--- src/rtl/uart_param_fifo.sv ---
// uart_param_fifo
//   Parametrised synchronous FIFO for the UART TX/RX datapaths. It has
//   pointer-based full/empty detection, an occupancy count, programmable
//   almost-full/almost-empty thresholds, sticky overflow/underflow flags,
//   a synchronous flush and an optional first-word-fall-through read port.
//
// Ports
//   clk          system clock, rising edge
//   rstn         asynchronous active-low reset
//   flush        synchronous clear of the contents (beats wr_en/rd_en)
//   wr_en        write request, one attempt per cycle while high
//   wr_data      write word
//   rd_en        read request (pop)
//   rd_data      read word (registered when FWFT=0, head word when FWFT=1)
//   rd_valid     rd_data holds a popped word (FWFT=0) / a head word (FWFT=1)
//   full, empty  occupancy == DEPTH / occupancy == 0
//   almost_full  count >= AF_THRESH
//   almost_empty count <= AE_THRESH
//   count        occupancy, 0..DEPTH
//   overflow     sticky: a write was dropped
//   underflow    sticky: a read was rejected
//   clr_err      clears overflow and underflow (a same-cycle set wins)
module uart_param_fifo #(
  parameter int DATA_WIDTH = 8,
  parameter int DEPTH      = 32,
  parameter int FWFT       = 0,
  parameter int AF_THRESH  = DEPTH - 4,
  parameter int AE_THRESH  = 4,
  parameter int PTR_WIDTH  = $clog2(DEPTH)
) (
  input  logic                  clk,
  input  logic                  rstn,
  input  logic                  flush,
  input  logic                  wr_en,
  input  logic [DATA_WIDTH-1:0] wr_data,
  input  logic                  rd_en,
  output logic [DATA_WIDTH-1:0] rd_data,
  output logic                  rd_valid,
  output logic                  full,
  output logic                  empty,
  output logic                  almost_full,
  output logic                  almost_empty,
  output logic [PTR_WIDTH:0]    count,
  output logic                  overflow,
  output logic                  underflow,
  input  logic                  clr_err
);

  localparam int                CW     = PTR_WIDTH + 1;
  localparam logic [PTR_WIDTH:0] ONE   = CW'(1);
  localparam logic [PTR_WIDTH:0] AF_LVL = CW'(AF_THRESH);
  localparam logic [PTR_WIDTH:0] AE_LVL = CW'(AE_THRESH);

  logic [DATA_WIDTH-1:0] mem [DEPTH];
  logic [PTR_WIDTH:0]    wr_ptr;
  logic [PTR_WIDTH:0]    rd_ptr;
  logic [PTR_WIDTH:0]    count_q;
  logic                  rd_acc;
  logic                  wr_acc;
  logic                  ovf_q;
  logic                  udf_q;

  // Pointers carry one extra wrap bit: same index with differing wrap bits
  // means the write side is a full lap ahead.
  assign empty = (wr_ptr == rd_ptr);
  assign full  = (wr_ptr[PTR_WIDTH] != rd_ptr[PTR_WIDTH]) &&
                 (wr_ptr[PTR_WIDTH-1:0] == rd_ptr[PTR_WIDTH-1:0]);

  // A write into a full FIFO is fine when the head leaves on the same edge.
  assign rd_acc = rd_en & ~empty;
  assign wr_acc = wr_en & (~full | rd_acc);

  assign count        = count_q;
  assign almost_full  = (count_q >= AF_LVL);
  assign almost_empty = (count_q <= AE_LVL);
  assign overflow     = ovf_q;
  assign underflow    = udf_q;

  // Stage p0: storage write (contents are never reset)
  always_ff @(posedge clk) begin
    if (wr_acc && !flush) begin
      mem[wr_ptr[PTR_WIDTH-1:0]] <= wr_data;
    end
  end

  always_ff @(posedge clk or negedge rstn) begin
    if (!rstn) begin
      wr_ptr  <= '0;
      rd_ptr  <= '0;
      count_q <= '0;
    end else if (flush) begin
      wr_ptr  <= '0;
      rd_ptr  <= '0;
      count_q <= '0;
    end else begin
      if (wr_acc) wr_ptr <= wr_ptr + ONE;
      if (rd_acc) rd_ptr <= rd_ptr + ONE;
      if (wr_acc && !rd_acc)      count_q <= count_q + ONE;
      else if (rd_acc && !wr_acc) count_q <= count_q - ONE;
    end
  end

  // Sticky error flags; the set terms come after the clear so a new error
  // in the clearing cycle survives. A flush cycle never raises an error.
  always_ff @(posedge clk or negedge rstn) begin
    if (!rstn) begin
      ovf_q <= 1'b0;
      udf_q <= 1'b0;
    end else begin
      if (clr_err) begin
        ovf_q <= 1'b0;
        udf_q <= 1'b0;
      end
      if (!flush && wr_en && !wr_acc) ovf_q <= 1'b1;
      if (!flush && rd_en && !rd_acc) udf_q <= 1'b1;
    end
  end

  generate
    if (FWFT == 0) begin : g_reg_rd
      logic [DATA_WIDTH-1:0] rd_data_p1;
      logic                  vld_p1;

      // Stage p1: registered read port, one-cycle valid pulse per pop
      always_ff @(posedge clk or negedge rstn) begin
        if (!rstn) begin
          rd_data_p1 <= '0;
          vld_p1     <= 1'b0;
        end else if (flush) begin
          vld_p1 <= 1'b0;
        end else if (rd_acc) begin
          rd_data_p1 <= mem[rd_ptr[PTR_WIDTH-1:0]];
          vld_p1     <= 1'b1;
        end else begin
          vld_p1 <= 1'b0;
        end
      end

      assign rd_data  = rd_data_p1;
      assign rd_valid = vld_p1;
    end else begin : g_fwft_rd
      // Head word shown directly; forced to zero while empty so the port
      // reads as zero out of reset even though storage is not cleared.
      assign rd_data  = empty ? '0 : mem[rd_ptr[PTR_WIDTH-1:0]];
      assign rd_valid = ~empty;
    end
  endgenerate

endmodule

--- config.mk ---
export PLATFORM = sky130hd
export DESIGN_NAME = uart_param_fifo
export DESIGN_NICKNAME = d
export VERILOG_FILES = /design/src/rtl/uart_param_fifo.sv
export SDC_FILE = /design/constraint.sdc
export NUM_CORES = 1
export LEC_CHECK = 0
export CORE_ASPECT_RATIO = 1.25
export CORE_UTILIZATION = 66
export DETAILED_ROUTE_END_ITERATION = 6
export PLACE_DENSITY_LB_ADDON = 0.3
export SLEW_MARGIN = 20
export SYNTH_ARGS = -nofsm -noshare
export SYNTH_HDL_FRONTEND = slang
export SYNTH_SLANG_ARGS = --single-unit
--- constraint.sdc ---
create_clock -name clk -period 7.2 [get_ports clk]
set_input_delay 1.08 -clock clk [delete_from_list [all_inputs] [get_ports clk]]
set_output_delay 1.08 -clock clk [all_outputs]
set_load 0.01 [all_outputs]
# [Word level (Yosys, flattened, before mapping)]
# Memory sizes are Yosys's and may differ from the RTL's. A register that Yosys moved wholly into a read port is not among the register bits.
# Cells that the tools add are included.
[word_totals] reg_bits=21 mem_bits_rw=256 input_bits=14 out_inout_bits=21 elab_cells=54 n_memories=1
[classes] addsub=4 magnitude_cmp=2 eq_ne=3 mux=14 n_bitwise=6 reduce_logical=18
[memory_table] name="mem" depth=32 word_bits=8 read_ports=1 rd_ports_with_merged_regs=1 write_ports=1 line_no="54" rtl="logic [DATA_WIDTH-1:0] mem [DEPTH];"
[op_table] operator="$mux W6" n=7
[op_table] operator="$add A6 B1 Y6 const B" n=3
[op_table] operator="$logic_and A1 B1 Y1" n=8
[op_table] operator="$reduce_bool A2 Y1" n=4
[op_table] operator="$mux W1" n=7
[op_table] operator="$eq A6 B6 Y1" n=1
[op_table] operator="$ge A6 B5 Y1 const B" n=1
[op_table] operator="$le A6 B3 Y1 const B" n=1
[op_table] operator="$sub A6 B1 Y6 const B" n=1
[op_table] operator="$eq A5 B5 Y1" n=1
[op_table] operator="$logic_not A1 Y1" n=4
[op_table] operator="$not A1 Y1" n=3
[op_table] operator="$reduce_bool A3 Y1" n=1
[op_table] operator="$and A1 B1 Y1" n=2
[op_table] operator="$reduce_and A2 Y1" n=1
[op_table] operator="$ne A1 B1 Y1" n=1
[op_table] operator="$or A1 B1 Y1" n=1

# [Logic depth before layout (Yosys ltp)]
[depth] depth_word=10 depth_mapped=12 depth_no_buf=11

# [Least setup slack after synthesis]
# OpenSTA, ideal clock, no wires.
[synth_timing] path_kind="in2reg" from="in wr_en" to="reg count_q[5], in the netlist count[5]" setup_time_ns=0.132 arrival_time_ns=3.002 required_ns=7.068 setup_slack_ns=4.066 cell_stages=11 path_buffers=1 cell_sequence="clkbuf_1 -> inv_1 -> nor2_1 -> a22oi_4 -> ha_1 -> a211oi_1 -> o21bai_1 -> a21oi_1 -> nor3b_1 -> mux2i_1 -> o211ai_1"
[synth_between] elab_chain_len=4 word_cells_on_any_way=7 classes_between="mux: 2; bitwise: 1; reduce/logical: 4"
[synth_rtl] element="start, declared" line_no="34" rtl="input logic wr_en,"
[synth_rtl] element="$and A1 B1 Y1 (*)" line_no="71" rtl="assign wr_acc = wr_en & (~full | rd_acc);"
[synth_rtl] element="$logic_and A1 B1 Y1 or $logic_not A1 Y1 (tied branches)" line_no="98, 99"
[synth_rtl] element="$mux W6 or $logic_and A1 B1 Y1 (tied branches)" line_no="98, 99"
[synth_rtl] element="$mux W6 or $reduce_bool A3 Y1 (tied branches)"
[synth_rtl] element="end signal, assigned" line_no="98" rtl="if (wr_acc && !rd_acc) count_q <= count_q + ONE;"
[synth_rtl] element="end signal, assigned" line_no="99" rtl="else if (rd_acc && !wr_acc) count_q <= count_q - ONE;"
[synth_rtl] element="end, declared" line_no="57" rtl="logic [PTR_WIDTH:0] count_q;"
# Mark *: on every way between the ends. The rest lies on a longest branch, timed or not.
# A chain may end at the register's enable or synchronous reset.

# [Final worst setup path]
[layout_timing] from="reg rd_ptr[0]" to="out full"
[layout_between] elab_chain_len=2
[layout_rtl] element="start, declared" line_no="56" rtl="logic [PTR_WIDTH:0] rd_ptr;"
[layout_rtl] element="start signal, assigned" line_no="97" rtl="if (rd_acc) rd_ptr <= rd_ptr + ONE;"
[layout_rtl] element="$eq A5 B5 Y1" line_no="67" rtl="(wr_ptr[PTR_WIDTH-1:0] == rd_ptr[PTR_WIDTH-1:0]);"
[layout_rtl] element="$logic_and A1 B1 Y1" line_no="66" rtl="assign full = (wr_ptr[PTR_WIDTH] != rd_ptr[PTR_WIDTH]) &&"
[layout_rtl] element="end, declared" line_no="39" rtl="output logic full,"
# Every way passes these cells.

==> flow_metrics.tcl <==
set metrics [dict create \
    combPwrFrac 0.160 \
    root_buffer "clkbuf_16" \
    grt_max_degree 68 \
    drt-initial-drc-count 618 \
    use_met3 0.0377 \
    worst_pin_slew_ps 935 \
    synth-edff-count 256 \
    syn_nets 636 \
    ys_seq_area_frac 0.718 \
    core_mm2 0.0174 \
    grt_pass1_vias 6082 \
    htree_levels 1 \
    crit_buf_inv 1 \
    yosysTopAreaCell "edfxtp_1" \
    ys_seq_elements 285 \
    p_int_mw 2.97 \
    dp_hpwl_mm 14.3 \
    cp_slowest_cell "dfrtp_4" \
    path_class "flop to output pin" \
    tns_ps 0 \
    final_antenna_net_count 0 \
    synth_cells 612 \
    place_worst_setup_slack_ps 3410 \
    clock-sinks 285 \
    async_flop_share 0.102 \
    grt_overflow 0 \
    finalWorstSetupSlack_ps 3260 \
    crit_fanout 34 \
    antenna_found_initial 0 \
    met1_usage 0.380 \
    yosysWarnings 0 \
    gp_congestion 0.869 \
    crit_chain "xor2_1, or2_1, or2_2, nor2_1, clkdlybuf4s50_1" \
    slew_violations 0 \
    routed_wl_mm 23.3 \
    min_path_type "flop to flop" \
    areaGrowthSynthToFinish_pct 10.8 \
    die_x_um 121 \
    layout_commonest_cell "edfxtp_1" \
    mostFrequentLayoutCells "edfxtp_1, mux4_2, nor2_1" \
    synth_top_area_frac 0.656 \
    drcViolationCount 0 \
    clockBufferDepth 3 \
    via_per_inst 6.64 \
    syn_area_per_cell_um2 19.2 \
    slowest_delay_ps 870 \
    crit_family "flip-flops" \
    grt_usage 0.271 \
    drt_pass1_iterations 6 \
    io_buffers 34 \
    syn_area_mm2 0.0117 \
    cts.repair.resized 0 \
    worstSetupEndpointType "output pin" \
    routedWlPerCell_um 26.1 \
    pwr-share-clk 0.348 \
    ioPinCount 35 \
    synth_top_flop_cell "edfxtp_1" \
    maxSlewHeadroom 0.375 \
    hold_buffers 0 \
    netSwitchingPower_mw 0.942 \
    worst_ep_required_time_ps 6120 \
    worstSetupStartpointType "flop" \
    grt_util_met2 0.438 \
    critPathArrivalTime_ps 2860 \
    drive_above_1_share 0.192 \
    drv_cap 0 \
    vias 5914 \
    num_antenna_cells 0 \
    start_util 0.673 \
    final.setup_skew_ps 13.8 \
    finish.net_count 672 \
    grt_pass1_wl_mm 35.9 \
    period_needed_ps 3940 \
    fin_crit_sh 0.547 \
    status "complete, no violations" \
    finalHoldViolCount 0 \
    num_rows 54 \
    setup_violations 0 \
    die_area_mm2 0.0183 \
    insertion_delay_ps 530 \
    clk_pin_slew_worst_paths_ps 70 \
    fp.dieH_um 151 \
    synth_area_leaders "edfxtp_1, mux4_2, dfrtp_1" \
    busiest_layer "met2" \
    postCtsSetupBuffers 0 \
    clock.fmax_mhz 254 \
    switching_share 0.241 \
    cts_tree "done" \
    p_seq_frac 0.492 \
    cts_made_buffers 26 \
    rsz0062_at_grt "no" \
    powerDensity_mw_per_mm2 301 \
    yosys.cell_types.count 58 \
    ir_drop_v 0.000241 \
    nFillCells 956 \
    power_leakage_nw 4.38 \
]
flip-flops by register name, indices dropped and copies added, names as in the netlist:
signal     cells
rd_data        8
rd_ptr         6
mem          256
underflow      1
overflow       1
count          6
wr_ptr         6
rd_valid       1
final cells by class:
type                       count  area (um2)  area share
timing repair buffer          39         348      0.0268
inverter                      11        41.3     0.00318
sequential                   285        8420       0.648
multi-input combinational    285        3060       0.236
clock buffer                  33         698      0.0538
tap                          224         280      0.0216
clock inverter                14         141      0.0109
worst paths after layout:
path	slack (ps)	endpoint	cells past startpoint	startpoint
worst max register to register	3750	count[5]	11	rd_ptr[0]
worst min-delay path	510	rd_data[5]	1	rd_data[5]
worst min register to register	510	rd_data[5]	1	rd_data[5]
max in group asynchronous	5920	rd_ptr[0]	2	rstn
worst max-delay path	3260	full	5	rd_ptr[0]
min in group asynchronous	940	count[5]	2	rstn
power groups by stage:
stage / clock (mW) / sequential, mW / combinational, mW
final: 1.36 / 1.92 / 0.625
after global routing: 1.43 / 1.93 / 0.673
after CTS: 1.37 / 1.92 / 0.627
after detailed placement: 0 / 1.96 / 0.618
after global placement: 0 / 1.95 / 0.597
after floorplan: 0 / 1.93 / 0.443
stage by stage:
| step | hold slack [ps] | cell area, um2 | instances | power, mW | util |
|---|---|---|---|---|---|
| after floorplan | 549 | 11700 | 612 | 2.37 | - |
| after global placement | 488 | 12200 | 844 | 2.55 | 0.699 |
| after detailed placement | 504 | 12200 | 844 | 2.58 | 0.698 |
| after CTS | 519 | 13000 | 891 | 3.93 | 0.746 |
| after global routing | 532 | 13000 | 891 | 4.04 | 0.745 |
| final | 512 | 13000 | 891 | 3.91 | 0.745 |
synthesized netlist by cell type (3+ instances only):
cell type,count
o31ai_1,3
nor3_1,3
nand3_1,5
mux4_2,55
nand2_4,4
xnor2_1,9
a21oi_1,7
xor2_1,7
or3_1,6
inv_1,10
mux2_2,8
a32o_1,8
buf_6,5
o21ai_0,5
mux4_1,9
nand2_1,30
a221oi_1,8
dfrtp_1,29
ha_1,9
buf_2,10
nor2_1,47
edfxtp_1,256
clkbuf_1,9
mux2i_1,26
routing by layer:
layer	wire length (um)	share of wire
met2	11600	0.50
met5	0	0
met4	852	0.037
met1	9040	0.39
met3	1820	0.078
cells by family (layout without fill, tap and decap cells):
logic type | count (synthesis) | after routing | synth area share
AOI/OAI and AO/OA | 46 | 46 | 0.0321
buffers and inverters | 42 | 97 | 0.0212
xor gates and xnor gates | 17 | 17 | 0.0133
muxes | 98 | 98 | 0.156
adders and majority gates | 10 | 10 | 0.0113
and+or+nand+nor | 114 | 114 | 0.0487
DFF | 285 | 285 | 0.718
No activity file was read; power rests on OpenSTA's default activity.
